$ cat src/rtl/alu_retry_seq.sv
// Temporal-redundancy sequencer: runs each ALU op twice, compares the two
// results and retries on disagreement, reporting error and fault statistics.
module alu_retry_seq #(
    parameter int WIDTH     = 32,
    parameter int MAX_RETRY = 3,
    parameter int SWAP      = 1
) (
    input  logic             clk,
    input  logic             reset,
    input  logic             req_valid,
    output logic             req_ready,
    input  logic [WIDTH-1:0] a,
    input  logic [WIDTH-1:0] b,
    input  logic [2:0]       alucont,
    output logic [WIDTH-1:0] alu_a,
    output logic [WIDTH-1:0] alu_b,
    output logic [2:0]       alu_cont,
    input  logic [WIDTH-1:0] alu_result,
    input  logic             alu_zero,
    output logic             rsp_valid,
    input  logic             rsp_ready,
    output logic [WIDTH-1:0] rsp_result,
    output logic             rsp_zero,
    output logic             rsp_err,
    output logic [3:0]       rsp_retries,
    output logic [15:0]      fault_cnt
);

    typedef enum logic [1:0] {IDLE, RUN1, RUN2, RESP} state_t;

    localparam logic [3:0] MAX_TRIES = 4'(MAX_RETRY);

    state_t           state, state_nxt;
    logic [WIDTH-1:0] a_q, b_q, r1;
    logic [2:0]       cont_q;
    logic             z1;
    logic [3:0]       tries;
    logic             match;
    logic             swap_now;

    assign match    = (alu_result == r1) && (alu_zero == z1);
    // Commutative ops (AND/OR/ADD) are re-run with swapped operands so a
    // stuck operand-path fault shows up as a mismatch.
    assign swap_now = (SWAP != 0) && !cont_q[2];

    // NOTE: sequential state uses non-blocking assignments so every register
    // samples the pre-edge values regardless of statement order.
    always_ff @(posedge clk or negedge reset) begin
        if (!reset) state <= IDLE;
        else        state <= state_nxt;
    end

    // NOTE: every output of this block gets a default first, so no path can
    // leave a signal unassigned and infer a latch.
    always_comb begin
        state_nxt = state;
        req_ready = 1'b0;
        rsp_valid = 1'b0;
        alu_a     = a_q;
        alu_b     = b_q;
        alu_cont  = cont_q;
        case (state)
            IDLE: begin
                req_ready = reset;
                if (req_valid) state_nxt = RUN1;
            end
            RUN1: state_nxt = RUN2;
            RUN2: begin
                if (swap_now) begin
                    alu_a = b_q;
                    alu_b = a_q;
                end
                if (match || tries >= MAX_TRIES) state_nxt = RESP;
                else                             state_nxt = RUN1;
            end
            RESP: begin
                rsp_valid = 1'b1;
                if (rsp_ready) state_nxt = IDLE;
            end
            default: state_nxt = IDLE;
        endcase
    end

    always_ff @(posedge clk or negedge reset) begin
        if (!reset) begin
            a_q         <= '0;
            b_q         <= '0;
            cont_q      <= '0;
            r1          <= '0;
            z1          <= 1'b0;
            tries       <= '0;
            rsp_result  <= '0;
            rsp_zero    <= 1'b0;
            rsp_err     <= 1'b0;
            rsp_retries <= '0;
            fault_cnt   <= '0;
        end else begin
            case (state)
                IDLE: if (req_valid) begin
                    a_q    <= a;
                    b_q    <= b;
                    cont_q <= alucont;
                    tries  <= '0;
                end
                RUN1: begin
                    r1 <= alu_result;
                    z1 <= alu_zero;
                end
                RUN2: begin
                    if (match) begin
                        rsp_result  <= alu_result;
                        rsp_zero    <= alu_zero;
                        rsp_err     <= 1'b0;
                        rsp_retries <= tries;
                    end else begin
                        if (fault_cnt != 16'hFFFF) fault_cnt <= fault_cnt + 16'd1;
                        if (tries < MAX_TRIES) begin
                            tries <= tries + 4'd1;
                        end else begin
                            // Out of retries: report the second run's value, flagged.
                            rsp_result  <= alu_result;
                            rsp_zero    <= alu_zero;
                            rsp_err     <= 1'b1;
                            rsp_retries <= tries;
                        end
                    end
                end
                default: ;
            endcase
        end
    end

endmodule

$ cat config.mk
export PLATFORM = sky130hd
export DESIGN_NAME = alu_retry_seq
export DESIGN_NICKNAME = d
export VERILOG_FILES = /design/src/rtl/alu_retry_seq.sv
export SDC_FILE = /design/constraint.sdc
export NUM_CORES = 1
export LEC_CHECK = 0
export CORE_MARGIN = 2
export CORE_UTILIZATION = 66
export CTS_BUF_LIST = sky130_fd_sc_hd__clkbuf_2
export DETAILED_ROUTE_END_ITERATION = 12
export DONT_BUFFER_PORTS = 1
export PLACE_DENSITY = 0.82
export SLEW_MARGIN = 20
export SYNTH_ARGS = -nofsm -noshare
export SYNTH_HDL_FRONTEND = slang
export SYNTH_SLANG_ARGS = --single-unit
$ cat constraint.sdc
create_clock -name clk -period 2.8 [get_ports clk]
set_input_delay 0.28 -clock clk [delete_from_list [all_inputs] [get_ports clk]]
set_output_delay 0.28 -clock clk [all_outputs]
set_load 0.005 [all_outputs]
## After elaboration in Yosys (flattened, before gate mapping)

Cells that the tools add are included.

- $add $sub $neg: 2
- Bitwise operators: 1
- Order comparisons: 2
- Mux-type cells: 22
- Equal/unequal tests: 11
- Reduce and logical (&&, ||, !) cells: 9

Operator list:

| kind | number |
|---|---|
| two-way mux 32 bit | 6 |
| equality test 32 bit | 1 |
| two-way mux 4 bit | 5 |
| adder 16 x 1 -> 16 bit, second input constant | 1 |
| != test 16 bit, second input constant | 1 |
| != test 2 bit, second input constant | 5 |
| case mux 2 bit (4 select lines) | 1 |
| case mux 4 bit (2 select lines) | 1 |
| two-way mux 1 bit | 6 |
| two-way mux 2 bit | 3 |
| AND reduction 2 bit | 3 |
| adder 4 x 1 -> 4 bit, second input constant | 1 |
| equality test 2 bit, second input constant | 2 |
| greater-or-equal comparator 4 x 2 -> 1 bit, second input constant | 1 |
| less-than comparator 4 x 2 -> 1 bit, second input constant | 1 |
| AND reduction 4 bit | 1 |
| AND reduction 3 bit | 1 |
| equality test 2 x 1 -> 1 bit, second input constant | 1 |
| zero test 2 bit | 1 |
| nonzero test 2 bit | 1 |
| equality test 1 bit | 1 |
| logical AND 1 bit | 1 |
| logical OR 1 bit | 1 |
| inverter 1 bit | 1 |

- Logic and storage cells: 59
- Input port bits: 104
- Register bits: 160
- Output and inout bits: 123

## Logic depth before layout (Yosys ltp)

- Depth after elaboration: 5
- Mapped depth: 7
- Mapped depth without buffers: 6

## Worst setup path after synthesis

OpenSTA, ideal clock, no wires.

- Path kind: reg2reg
- From: register fault_cnt[3]
- To: register fault_cnt[1]
- Path buffers: 0
- Stages on the path, launching flop included: 7
- Setup time: 0.127 ns
- Data required time: 2.673 ns
- Data arrival time: 1.943 ns
- Slack: 0.729 ns
- Cell sequence: dfrtp_1 > nand4_1 > nor4_2 > nand4_1 > o31ai_4 > or2_2 > mux2_1

- Cells in the longest elaborated chain, start to end: 2

Ends and longest elaborated chain:

| element | line | text |
|---|---|---|
| from (decl) | 26 | `output logic [15:0] fault_cnt` |
| from (signal assigned) | 116 | `if (fault_cnt != 16'hFFFF) fault_cnt <= fault_cnt + 16'd1;` |
| != test 16 bit | 116 |  |
| AND reduction 3 bit (no source line) | -- |  |

Every way passes these cells.
A chain may end at the register's enable or synchronous reset.

## Final worst setup path

- From: register state[1]
- To: output alu_b[28]

- Cells in the longest elaborated chain, start to end: 2

Ends and longest elaborated chain:

| element | line | text |
|---|---|---|
| from (decl) | 33 | `state_t state, state_nxt;` |
| from (signal assigned) | 50 | `else state <= state_nxt;` |
| equality test 2 bit | 62 | `case (state)` |
| two-way mux 32 bit | 62 |  |
| to (decl) | 16 | `output logic [WIDTH-1:0] alu_b,` |

Every way passes these cells.

==> results.md <==
- The share of total power dissipated in the clock network is 0.140.
- The number of placement rows is 38.
- The most used flip-flop cell after synthesis is dfrtp_1.
- In the final layout, flip-flops and latches occupy 4010 um^2.
- The overall routed net length is 17.5 mm.
- The number of vias per cell after detailed routing is 6.07.
- The congestion estimate from routability-driven global placement came to 0.784.
- The peak per-stage delay on the critical path is 570 ps.
- The leakage component of the power is 3.79 nW.
- IR analysis of the VDD net gives a maximum drop of 0.676 mV.
- The combinational cell fraction of total power is 0.401.
- The net count reported at finish is 723.
- The filler cells instantiated in the layout total 560.
- The number of pins with negative max-slew slack in the final report is 0.
- The number of warnings printed during yosys synthesis is 0.
- Setup violations remaining at the end of the flow were counted as 0.
- The fraction of the mapped netlist area in compound gates is 0.0139.
- In this run the horizontal extent of the chip is 110 um.
- The number of flops mapped to enable cells by yosys is 0.
- In the layout the commonest cells are mux2_2, dfrtp_1, dlygate4sd3_1.
- Synthesis inferred 160 register bits.
- The checks that failed: hold timing.
- Of the synthesized area, sequential elements account for 0.542.
- The clock passes through at most 2 buffers.
- The flow ran to the end, but the final reports show violations.
- For this design the total switching power over the nets is 3.29 mW.
- For this design the top-level I/O count stands at 227.
- For the finished layout, the period the worst path requires is 2610 ps.
- Of the total power, the share spent switching nets is 0.343.
- Before antenna repair, the detailed router went through 4 iterations.
- The normalized max-slew margin is 0.673.
- The xor/xnor share of the synthesized area is 0.0557.
- Timing would allow up to 383 MHz.
- In the finished design, the share of the clock period the worst path needs comes to 0.933.
- For the pin with the worst max-slew slack, the measured transition is 490 ps.
- The setup TNS is 0 ps.
- The average routed wire per standard cell is 22.8 um.
- The largest area contributor in the netlist is dfrtp_1.
- The area of the die is 12,100 um^2.
- The number of vias in the routed layout is 4,676.
- The worst path arrival time is 2330 ps.
- The area used by multi-input combinational logic is 3290 um^2.
- The combined global-route utilization of all metal layers is 0.293.
- The hold buffer count at CTS is 102.
- The synthesized area per cell is 14.6 um^2.
- The kind of critical path is reg -> out.
- The later pin in the worst-skew pair is clocked with a latency of 740 ps.
- STA classifies the critical path endpoint as an output port.
- The share of the synthesized area in the top cell type is 0.542.
- The number of DRC markers after the initial detailed-route iteration is 269.
- The worst setup margin is 188 ps.
- The most used routing layer in global routing is met2.
- Summing every instance area after synthesis gives 7390 um^2.
- The setup skew after layout is 43.0 ps.
- The first global-routing pass estimated 26.4 mm of wire.
- The number of global-route vias before repair was 5,134.
- Leaving out fill and tap cells, the most frequent cell in the layout is mux2_2.
- By area the synthesized netlist is led by dfrtp_1, mux2_2, mux2_4.
- The post-CTS clock slew at the launch and capture registers of the worst setup and hold paths is 240 ps.
- The worst hold slack is -806 ps.
- The global-route met1 utilization is 0.335.
- In the global route stage, met3 resource usage came out at 0.0990.
- The pin count of the biggest net entering global routing is 162.
- Buffers inserted during clock tree synthesis total 17.
- The count of buffers added on input and output ports is 0.
- After synthesis, the largest family of logic cells by area is multiplexers.
- The critical path goes through nand2_1 > nor2_4 > buf_12 > buf_8 > mux2_2.
- The final count of hold timing violations is 160.
- Across the run, the number of max-cap violations was 0.
- The share of flip-flops with an asynchronous set or reset after synthesis is 1.00.
- Of the total synthesized cell area, the portion taken by AND, OR, NAND and NOR gates is 0.0474.
- Of the total synthesized cell area, the portion taken by full adders, half adders and majority gates is 0.00338.
- The share of post-route cells with drive strength above 1 is 0.391.
- The initial antenna violation count was 1.
- After floorplanning, the core was sized to cover 10,900 um^2.
- The deepest level of the CTS H-tree is 4.
- The floorplan step set the die height to 110 um.
- The post-synthesis to final-layout area growth is 20.8%.
- The post-route antenna net violation count is 0.
- The wire-length estimate of the detail-placed layout is 9.94 mm.
- The total overflow left after global routing is 0.
- The setup slack of the worst register-to-register path is 380 ps.
- The maximum fanout along the worst path is 16.
- The min-delay analysis places its worst path in the category in -> async.
- The worst setup path is launched from a register.
- Before CTS, the worst setup slack after placement is 455 ps.
- Of the total power, registers draw 0.459.
- CTS placed an instance of clkbuf_2 at the clock tree root.
- Setup repair after global routing left no endpoint under its margin.
- For this design, the sink count on the clock tree is 160.
- The required time at the worst-slack endpoint is 2520 ps.
- The CTS tree is yes.
- The post-detailed-route DRC marker count is 0.
- The critical path's slowest cell is dfrtp_1.
- The instance count of the mapped netlist is 507.
- The cell-internal power is 6.29 mW.
- Synthesis instantiated 36 different standard cells from the library.
- Of the post-synthesis cell area, the part taken by muxes is 0.322.
- The number of nets in the synthesized netlist is 613.
- In the global route stage, met2 resource usage came out at 0.500.
- In this run the power density over the cells is 1070 nW/um^2.
- The effective utilization at floorplan is 0.679.
==> cells in the mapped netlist (3+ instances only) <==
master	count
nor4_1	15
inv_1	3
nand2_1	9
nor2_1	3
dfrtp_1	160
nand3_1	5
mux2_4	28
clkbuf_1	17
a21oi_1	5
nand4_1	5
nor2b_1	3
buf_6	3
xor2_1	43
nor3_1	5
mux2_2	172
nor3b_1	3
xnor2_1	4
==> registers in the layout, summed over array words and instances (netlist names) <==
signal and flops:
rsp_result 32, z1 1, a_q 32, rsp_err 1, rsp_zero 1, state 2
r1 32, b_q 32, tries 4, fault_cnt 16, rsp_retries 4, alu_cont 3
==> kinds of logic after synthesis <==
family / Yosys count
AOI/OAI and AO/OA: 12
and+or+nand+nor: 59
muxes: 202
DFF: 160
xor gates and xnor gates: 47
adders and majority gates: 2
buffers and inverters: 25
==> area by class of cell <==
| cell class | count | area share |
|---|---|---|
| tap | 140 | 0.0196 |
| clock inverter | 10 | 0.0160 |
| sequential | 160 | 0.449 |
| multi-input combinational | 322 | 0.368 |
| timing repair buffer | 113 | 0.134 |
| inverter | 3 | 0.00126 |
| antenna | 1 | 0.000280 |
| clock buffer | 21 | 0.0118 |
==> power groups by stage <==
stage	combinational, mW	clock, mW	sequential (mW)
finish	3.84	1.34	4.40
global placement	3.35	0	4.29
CTS	3.66	1.35	4.34
global route	4.11	1.45	4.57
floorplan	2.98	0	4.10
detailed placement	3.50	0	4.39
==> what timing repair did <==
item	4_1_cts	5_1_grt
gates resized for setup	2	5
endpoints found under the hold margin	295	160
setup endpoints to repair	48	48
gates cloned	0	3
buffers inserted	0	1
pin swaps	0	1
==> path summary, 6_finish.rpt <==
path,cells past startpoint,startpoint,to
worst max register to register,7,r1[10],fault_cnt[1]
worst min-delay path,0,reset,rsp_result[23]
min in group clk,3,req_valid,tries[3]
worst max-delay path,5,state[1],alu_b[28]
max in group asynchronous,0,reset,b_q[5]
worst min register to register,1,tries[0],tries[0]
==> metrics by stage <==
step           cells   util  power [mW]  instance area, um^2  hold slack, ps
2_1_floorplan    507      -        7.08                 7390           -15.6
3_3_place_gp     632  0.694        7.64                 7560           -12.3
3_5_place_dp     632  0.694        7.89                 7560           -11.8
4_1_cts          765  0.811        9.36                 8830            -864
5_1_grt          770  0.820        10.1                 8930            -878
6_report         770  0.820        9.57                 8930            -806
==> worst max-delay path: cells and delay by family (launching register included) <==
| family | cells | cell delay (ps) |
|---|---|---|
| buf+inv | 2 | 310 |
| flops | 1 | 570 |
| simple gates | 2 | 330 |
| mux | 1 | 390 |
==> per-layer routing <==
metal,vias up,share of wire
met5,-,0
met4,0,0.030
met3,47,0.077
met2,222,0.52
met1,2369,0.38
li1,2038,-
Note: power is estimated with default switching activity, not from simulation.
